$ cat src/rtl/dino_pkg.sv
// Shared types and constants for the dinosaur runner game-state logic.
// The optional high-score compare helper is only instantiated when GAME_CTRL_HISCORE_EN is defined.
package dino_pkg;

  typedef enum logic [1:0] {
    IDLE = 2'd0,
    RUN  = 2'd1,
    OVER = 2'd2
  } state_t;

  localparam int          SCREEN_W = 640;
  localparam int          SCREEN_H = 480;
  localparam logic [15:0] BCD_MAX  = 16'h9999;

  // Digit-wise BCD compare, most significant digit decides first
  function automatic logic bcd_gt(input logic [15:0] a, input logic [15:0] b);
    logic result;
    logic decided;
    result  = 1'b0;
    decided = 1'b0;
    for (int d = 3; d >= 0; d--) begin
      if (!decided && (a[4*d +: 4] != b[4*d +: 4])) begin
        result  = (a[4*d +: 4] > b[4*d +: 4]);
        decided = 1'b1;
      end
    end
    return result;
  endfunction

endpackage

$ cat src/rtl/bcd_inc4.sv
// Combinational 4-digit packed BCD increment that holds at 9999 and flags saturation.
module bcd_inc4
  import dino_pkg::*;
(
  input  logic [15:0] i_val,
  output logic [15:0] o_inc,
  output logic        o_sat
);

  logic [3:0] w_wrap;
  logic [3:0] w_carry;

  assign o_sat   = (i_val == BCD_MAX);
  assign w_carry = {&w_wrap[2:0], &w_wrap[1:0], w_wrap[0], 1'b1};

  always_comb begin
    for (int d = 0; d < 4; d++) begin
      w_wrap[d] = (i_val[4*d +: 4] == 4'd9);
    end
  end

  // A digit rolls to 0 when it is 9 and a carry reaches it
  always_comb begin
    o_inc = i_val;
    if (!o_sat) begin
      for (int d = 0; d < 4; d++) begin
        if (w_carry[d]) begin
          o_inc[4*d +: 4] = w_wrap[d] ? 4'd0 : (i_val[4*d +: 4] + 4'd1);
        end
      end
    end
  end

endmodule

$ cat src/rtl/game_ctrl.sv
// IDLE/RUN/OVER controller: collision detect, score, speed ramp for the dino runner.
// Define GAME_CTRL_HISCORE_EN to add the hiscore output and its update logic.
module game_ctrl
  import dino_pkg::*;
#(
  parameter int unsigned FRAMES_PER_POINT   = 6,
  parameter int unsigned SPEED_INIT         = 4,
  parameter int unsigned SPEED_MAX          = 12,
  parameter int unsigned POINTS_PER_SPEEDUP = 100
) (
  input  logic [31:0] clkdiv,
  input  logic        RESET,
  input  logic [8:0]  row_addr,
  input  logic [9:0]  col_addr,
  input  logic        fresh,
  input  logic        cactus_px,
  input  logic        dino_px,
  input  logic        start_btn,
  output logic        game_status,
  output logic [3:0]  speed,
  output logic [15:0] score,
  output logic        over
`ifdef GAME_CTRL_HISCORE_EN
  ,
  output logic [15:0] hiscore
`endif
);

  state_t      r_state;
  state_t      w_state_nxt;
  logic        r_fresh_d;
  logic        r_btn_d;
  logic        r_hit;
  logic [5:0]  r_frame_cnt;
  logic [9:0]  r_pts_cnt;
  logic [15:0] r_score;
  logic [3:0]  r_speed;
  logic        r_game_status;
  logic        r_over;

  logic        w_frame_tick;
  logic        w_start_pulse;
  logic        w_active;
  logic        w_collide;
  logic        w_start_game;
  logic        w_state_chg;
  logic        w_status_nxt;
  logic        w_over_nxt;
  logic [15:0] w_score_inc;
  logic        w_score_sat;
  logic        w_unused;

  assign w_unused      = ^clkdiv[31:1];
  assign w_frame_tick  = r_fresh_d & ~fresh;
  assign w_start_pulse = start_btn & ~r_btn_d;
  assign w_active      = (row_addr < 9'(SCREEN_H)) && (col_addr < 10'(SCREEN_W));
  assign w_collide     = cactus_px & dino_px & w_active & (r_state == RUN);
  assign w_start_game  = w_start_pulse & ((r_state == IDLE) | (r_state == OVER));
  assign w_state_chg   = (w_state_nxt != r_state);

  bcd_inc4 u_score_inc (
    .i_val (r_score),
    .o_inc (w_score_inc),
    .o_sat (w_score_sat)
  );

  always_ff @(posedge clkdiv[0]) begin
    if (RESET) begin
      r_state <= IDLE;
    end else begin
      r_state <= w_state_nxt;
    end
  end

  // A collision only ends the game on a frame boundary so sprites freeze cleanly
  always_comb begin
    w_state_nxt = r_state;
    unique case (r_state)
      IDLE:    if (w_start_pulse) w_state_nxt = RUN;
      RUN:     if (w_frame_tick && (r_hit || w_collide)) w_state_nxt = OVER;
      OVER:    if (w_start_pulse) w_state_nxt = RUN;
      default: w_state_nxt = IDLE;
    endcase
  end

  always_comb begin
    w_status_nxt = (r_state == RUN);
    w_over_nxt   = (r_state == OVER);
  end

  always_ff @(posedge clkdiv[0]) begin
    if (RESET) begin
      r_fresh_d     <= 1'b0;
      r_btn_d       <= 1'b1;
      r_hit         <= 1'b0;
      r_frame_cnt   <= '0;
      r_pts_cnt     <= '0;
      r_score       <= 16'h0000;
      r_speed       <= 4'(SPEED_INIT);
      r_game_status <= 1'b0;
      r_over        <= 1'b0;
    end else begin
      r_fresh_d     <= fresh;
      r_btn_d       <= start_btn;
      r_game_status <= w_status_nxt;
      r_over        <= w_over_nxt;

      if (w_frame_tick || w_state_chg) begin
        r_hit <= 1'b0;
      end else if (w_collide) begin
        r_hit <= 1'b1;
      end

      if (w_start_game) begin
        r_score     <= 16'h0000;
        r_speed     <= 4'(SPEED_INIT);
        r_frame_cnt <= '0;
        r_pts_cnt   <= '0;
      end else if ((r_state == RUN) && w_frame_tick && !(r_hit || w_collide)) begin
        if (r_frame_cnt == 6'(FRAMES_PER_POINT - 1)) begin
          r_frame_cnt <= '0;
          // Once the score is pinned at 9999 the speed ramp stops too
          if (!w_score_sat) begin
            r_score <= w_score_inc;
            if (r_pts_cnt == 10'(POINTS_PER_SPEEDUP - 1)) begin
              r_pts_cnt <= '0;
              if (r_speed < 4'(SPEED_MAX)) begin
                r_speed <= r_speed + 4'd1;
              end
            end else begin
              r_pts_cnt <= r_pts_cnt + 10'd1;
            end
          end
        end else begin
          r_frame_cnt <= r_frame_cnt + 6'd1;
        end
      end
    end
  end

`ifdef GAME_CTRL_HISCORE_EN
  logic [15:0] r_hiscore;

  // Loaded on the edge that enters OVER, so it is already valid when over rises
  always_ff @(posedge clkdiv[0]) begin
    if (RESET) begin
      r_hiscore <= 16'h0000;
    end else if ((r_state == RUN) && (w_state_nxt == OVER) && bcd_gt(r_score, r_hiscore)) begin
      r_hiscore <= r_score;
    end
  end

  assign hiscore = r_hiscore;
`endif

  assign game_status = r_game_status;
  assign speed       = r_speed;
  assign score       = r_score;
  assign over        = r_over;

endmodule

$ cat config.mk
export PLATFORM = sky130hd
export DESIGN_NAME = game_ctrl
export DESIGN_NICKNAME = d
export VERILOG_FILES = /design/src/rtl/dino_pkg.sv /design/src/rtl/bcd_inc4.sv /design/src/rtl/game_ctrl.sv
export SDC_FILE = /design/constraint.sdc
export NUM_CORES = 1
export LEC_CHECK = 0
export ABC_AREA = 1
export BUFFER_PORTS_ARGS = -buffer_cell sky130_fd_sc_hd__buf_2
export CORE_MARGIN = 1
export CORE_UTILIZATION = 40
export CTS_BUF_LIST = sky130_fd_sc_hd__clkbuf_8
export CTS_CLUSTER_DIAMETER = 100
export DETAILED_ROUTE_END_ITERATION = 7
export GPL_TIMING_DRIVEN = 0
export PLACE_DENSITY = 0.65
export SLEW_MARGIN = 5
export SYNTH_ARGS = -nofsm -noshare
export SYNTH_HDL_FRONTEND = slang
export SYNTH_SLANG_ARGS = --single-unit
$ cat constraint.sdc
create_clock -name clkdiv -period 1.8 [get_ports clkdiv]
set_input_delay 0 -clock clkdiv [delete_from_list [all_inputs] [get_ports clkdiv]]
set_output_delay 0 -clock clkdiv [all_outputs]
set_load 0.03 [all_outputs]
Word level (Yosys, flattened, before mapping)
Index checks and enable logic that the tools add are counted.
{ "totals": {"memories": 0, "mem_bits_ro": 0, "out_inout_bits": 22, "reg_bits": 43, "elab_cells": 68, "inputBits": 56, "latchBits": 0, "ram_bits": 0} }
{ "classes": {"add_sub_neg": 7, "reduce_logical": 16, "bitwise": 10, "order_cmp": 3, "mul": 0, "mux": 9, "shift": 0, "eq_ne": 10, "div": 0} }
{ "op_table": {"columns": ["op", "n"], "rows": [
  ["adder 4 x 1 -> 4 bit, second input constant", 5],
  ["equality test 16 bit, second input constant", 1],
  ["equality test 4 bit, second input constant", 4],
  ["two-way mux 4 bit", 4],
  ["adder 10 x 1 -> 10 bit, second input constant", 1],
  ["equality test 10 x 7 -> 1 bit, second input constant", 1],
  ["less-than comparator 10 bit, second input constant", 1],
  ["two-way mux 10 bit", 1],
  ["AND reduction 5 bit", 2],
  ["less-than comparator 9 bit, second input constant", 1],
  ["adder 6 x 1 -> 6 bit, second input constant", 1],
  ["bitwise AND 1 bit", 6],
  ["equality test 6 x 3 -> 1 bit, second input constant", 1],
  ["two-way mux 6 bit", 1],
  ["AND reduction 6 bit", 1],
  ["OR reduction 2 bit", 3],
  ["logical AND 1 bit", 4],
  ["less-than comparator 4 bit, second input constant", 1],
  ["two-way mux 2 bit", 2],
  ["one-hot mux 2 bit (2 select lines)", 1],
  ["AND reduction 4 bit", 1],
  ["inverter 1 bit", 3],
  ["AND reduction 3 bit", 1],
  ["equality test 2 x 1 -> 1 bit, second input constant", 1],
  ["6 further kinds", 7]
]} }

Longest topological paths before layout
{ "depth": {"ltp_word": 11, "mapped_depth": 13, "depth_no_buf": 13} }

Hierarchy
From an unflattened synthesis, not the netlist that was laid out.
{ "hier_totals": {"hier_cells": 379, "area_unflattened_um2": 2718.9} }
{ "modules_own_cells": {"columns": ["module", "seq_area_each_um2", "n_inst", "cells_each", "area_per_inst_um2"], "rows": [
  ["game_ctrl", 860.8, 1, 280, 2197.1],
  ["bcd_inc4", 0.0, 1, 99, 521.8]
]} }

Worst setup path after synthesis
Ideal clock, no wire load.
{ "synth_timing": {"path_kind": "flip-flop to flip-flop", "from": "register r_score[4], in the netlist score[4]", "to": "register r_speed[2], in the netlist speed[2]", "t_arrival_ps": 1526, "stages_incl_launch_ff": 11, "path_slack_ps": 152, "path_cell_list": "dfxtp_1 > inv_2 > nor2_2 > nand2_2 > inv_2 > nand2_1 > nor2_4 > nor2_8 > buf_6 > nand4_1 > nand3_1"} }
{ "synth_between": {"elab_chain_cells": 3} }
{ "synth_lines": {"columns": ["item", "line_no", "text"], "rows": [
  ["start, declared", "game_ctrl.sv:36", "logic [15:0] r_score;"],
  ["start signal, assigned", "game_ctrl.sv:124", "r_score <= w_score_inc;"],
  ["equality test 16 bit", "bcd_inc4.sv:13", "assign o_sat = (i_val == BCD_MAX);"],
  ["inverter 1 bit (no source line)", null, null],
  ["AND reduction 5 bit (no source line)", null, null],
  ["end signal, assigned", "game_ctrl.sv:99", "r_speed <= 4'(SPEED_INIT);"],
  ["end signal, assigned", "game_ctrl.sv:116", "r_speed <= 4'(SPEED_INIT);"],
  ["end signal, assigned", "game_ctrl.sv:128", "r_speed <= r_speed + 4'd1;"],
  ["end, declared", "game_ctrl.sv:37", "logic [3:0] r_speed;"]
]} }
Every way passes these cells.
A chain may end at the register's enable or synchronous reset.

Worst setup path after layout
{ "layout_timing": {"from": "register r_frame_cnt[0]", "to": "register r_score[13], in the netlist score[13]"} }
{ "layout_between": {"elab_chain_cells": 2} }
{ "layout_lines": {"columns": ["item", "line_no", "text"], "rows": [
  ["start, declared", "game_ctrl.sv:34", "logic [5:0] r_frame_cnt;"],
  ["start signal, assigned", "game_ctrl.sv:135", "r_frame_cnt <= r_frame_cnt + 6'd1;"],
  ["equality test 6 x 3 -> 1 bit", "game_ctrl.sv:120", "if (r_frame_cnt == 6'(FRAMES_PER_POINT - 1)) begin"],
  ["AND reduction 6 bit (no source line)", null, null]
]} }
Every way passes these cells.

==> reports/summary.txt <==
r2r startpoint - r_frame_cnt[0]$_SDFFE_PP0P_
# diodes - 0
Pins Over Slew Limit - 0
Clock Path Buffers - 2
hold_ws - 0.197 ns
GPL Wtd Cong - 0.816
Post-synth ARST share - 0
Fill cells - 607
clock period minus worst slack - 1.66 ns
initial antenna violation count - 0
RSZ-0062 raised after global routing - yes
Finish-stage setup viols - 0
Clk pin slew, worst setup/hold paths - 0.09 ns
Starting Density - 0.414
pin count of the biggest net entering global routing - 15
run status - completed
worst r2r dst - score[13]$_SDFFE_PP0P_
Net count, final - 467
Final period util - 0.920
Final ANT Viol Nets - 0
CP Launch Type - register
worst hold start - col_addr[7]
Yosys reg bits - 43
Critical Path, Cell by Cell - ha_1, nand3_1, nor2_4, inv_2, nor2_2, buf_2, nand3_1, nand2_1, a21oi_1
core box area - 5920 µm²
most used cell, CP - nand3_1
Setup crit end kind - register
WS Path Type - register to register
area occupied by multi-input gates - 1370 µm²
Ports - 78
via count - 2,336
Mapped Area - 2450 µm²
CTS sink cnt - 43
Critical Path AT - 1.85 ns
hpwl dp - 3820 µm
CP startpoint - r_frame_cnt[0]$_SDFFE_PP0P_
Worst VDD drop - 352 µV
synth cell count leaders - nand2_1 (89), dfxtp_1 (43), inv_1 (43), nor2_1 (40), a21oi_1 (26)
routed wire length - 5230 µm
Clock Skew - 0.0106 ns
Gate Count Post-Synth - 357
die area - 6450 µm²
Main synth FF type - dfxtp_1
PwrDens - 595 nW/µm²
CTS tree - yes
number of CTS-inserted buffers - 5
share of the synthesized area in the top cell type - 0.351
drt drc - 0
count of cell types in the netlist - 30
synth top area cells - dfxtp_1 (35%), nand2_1 (14%), inv_1 (6.6%)
Pre-antenna DRT Iters - 4
syn avg cell area - 6.87 µm²
die width - 80.3 µm
layout cell share with drive strength beyond 1 - 0.228
GRT Total Usage - 0.177
Peak Freq - 604 MHz
synth warn - 0
Max-cap violations - 0
most common cell in the synthesized netlist - nand2_1
leak pwr - 1.20 nW
design area - 2900 µm²
number of global-route vias before repair - 2,073
Least-Margin Pin Slew - 0.342 ns
Die Height - 80.3 µm
Syn Nets - 417
Reg2Reg Depth - 9
worst setup path endpoint - score[13]$_SDFFE_PP0P_
Crit-path slowest cell - dfxtp_1
Placed Instance Area - 2720 µm²
Reg2Reg Setup Slack - 0.14 ns
Final Hold Fails - 0
H-tree levels - 2
total congestion overflow - 0
EDFF count, synth - 0
drt wl/cell - 10.8 µm
Register Area - 861 µm²
Worst path max stage delay - 0.42 ns
IO buf count - 34
WP data required - 1.99 ns
# rows - 28
Vias per Instance - 4.84
post-synth top area cell - dfxtp_1
register area share after synthesis - 0.351
Hold Path Class - input pin to register
critical path fanouts, max - 10
first-pass GRT wire length - 8990 µm
CTS root buffer - clkbuf_8
max_slew headroom - 0.771
clk_lat worst skew - 0.30 ns
drt initial violations - 178
Area Overhead vs Synth - 18.3%
-- sequential cells by signal, indices dropped and copies added, names as in the netlist --
register and cells:
r_fresh_d 1, speed 4, score 16, game_status 1, r_pts_cnt 10, r_btn_d 1, r_frame_cnt 6, r_state 2
r_hit 1, over 1
-- worst max-delay path, delay by kind of cell, from the launching register on --
family                     cells  cell delay (ns)
adders and majority gates      1             0.17
buffers and inverters          2             0.30
and+or+nand+nor                5             0.60
DFF                            1             0.42
AOI/OAI and AO/OA              1             0.05
-- placed cells by master (no fill, tap or decap), types with 2 or more instances in the layout --
cell           instances
a21oi_1               26
xor2_1                10
nand2_2                8
nor2_8                 2
nand3_1               23
o21ai_0                7
clkbuf_8               5
inv_1                 42
nor2_1                40
nor2_2                 6
dlygate4sd3_1          5
nand2_1               88
nand4_1               19
nor3_1                 4
dfxtp_1               43
nand3_2                4
clkinvlp_4             3
nor2_4                 4
inv_2                  8
buf_4                  5
or2_2                  3
ha_1                   4
buf_6                  2
buf_2                 37
-- cell families (layout without fill, tap and decap cells) --
logic type	Yosys count	in the layout	share of synthesized area
AO/OA/AOI/OAI	36	36	0.0796
AND/OR/NAND/NOR	207	207	0.417
XOR/XNOR	10	10	0.0357
adder cells (fa/ha/maj)	4	4	0.0204
buffers and inverters	57	108	0.0964
flip-flops	43	43	0.351
-- per-layer routing --
metal / wire, µm / global-route usage / vias up
met4: 83 / 0.0554 / 0
met1: 2550 / 0.232 / 1051
met5: 0 / 0 / -
met2: 2410 / 0.285 / 38
li1: - / - / 1240
met3: 184 / 0.0432 / 7
-- metrics by stage --
step	setup TNS (ns)	setup WS, ns	utilization	instances	power [W]
after global routing	-0.0147	-0.0147	0.490	483	0.00180
after detailed placement	0	0.0447	0.459	466	0.00111
after CTS	0	0.0151	0.482	479	0.00175
after floorplan	0	0.152	-	357	0.00107
after global placement	0	0.0578	0.459	466	0.00111
final	0	0.144	0.490	483	0.00173
-- final cells by class --
cell class,count,share of cell area
Multi-Input combinational cell,257,0.471
Sequential cell,43,0.297
Timing Repair Buffer,43,0.0862
Inverter,51,0.0673
Tap cell,75,0.0323
Clock buffer,5,0.0237
Buffer,6,0.0155
Clock inverter,3,0.00690
-- power breakdown --
| group | total [W] | switching [W] | leakage (nW) | internal (W) |
|---|---|---|---|---|
| clock network | 0.000631 | 0.000361 | 0.0402 | 0.000270 |
| registers | 0.000966 | 0.00000642 | 0.347 | 0.000959 |
| logic | 0.000131 | 0.0000848 | 0.817 | 0.0000459 |
-- worst min-delay path by stage --
stage / end / slack, ns / depth (start not counted)
after floorplan: r_state[0]$_SDFF_PP0_ / 0.07 / 1
after global placement: r_btn_d$_SDFF_PP1_ / 0.21 / 2
after detailed placement: r_btn_d$_SDFF_PP1_ / 0.21 / 2
after CTS: r_hit$_SDFFE_PP0P_ / 0.20 / 6
after global routing: r_state[1]$_SDFF_PP0_ / 0.23 / 7
final: r_hit$_SDFFE_PP0P_ / 0.20 / 6
-- timing repair --
action                                  CTS  global route
hold endpoints to repair                  6             0
setup buffers                             0             4
gates resized for setup                   0             5
hold buffers                              5             0
endpoints found under the setup margin    0            28
(Power assumes the default switching activity.)
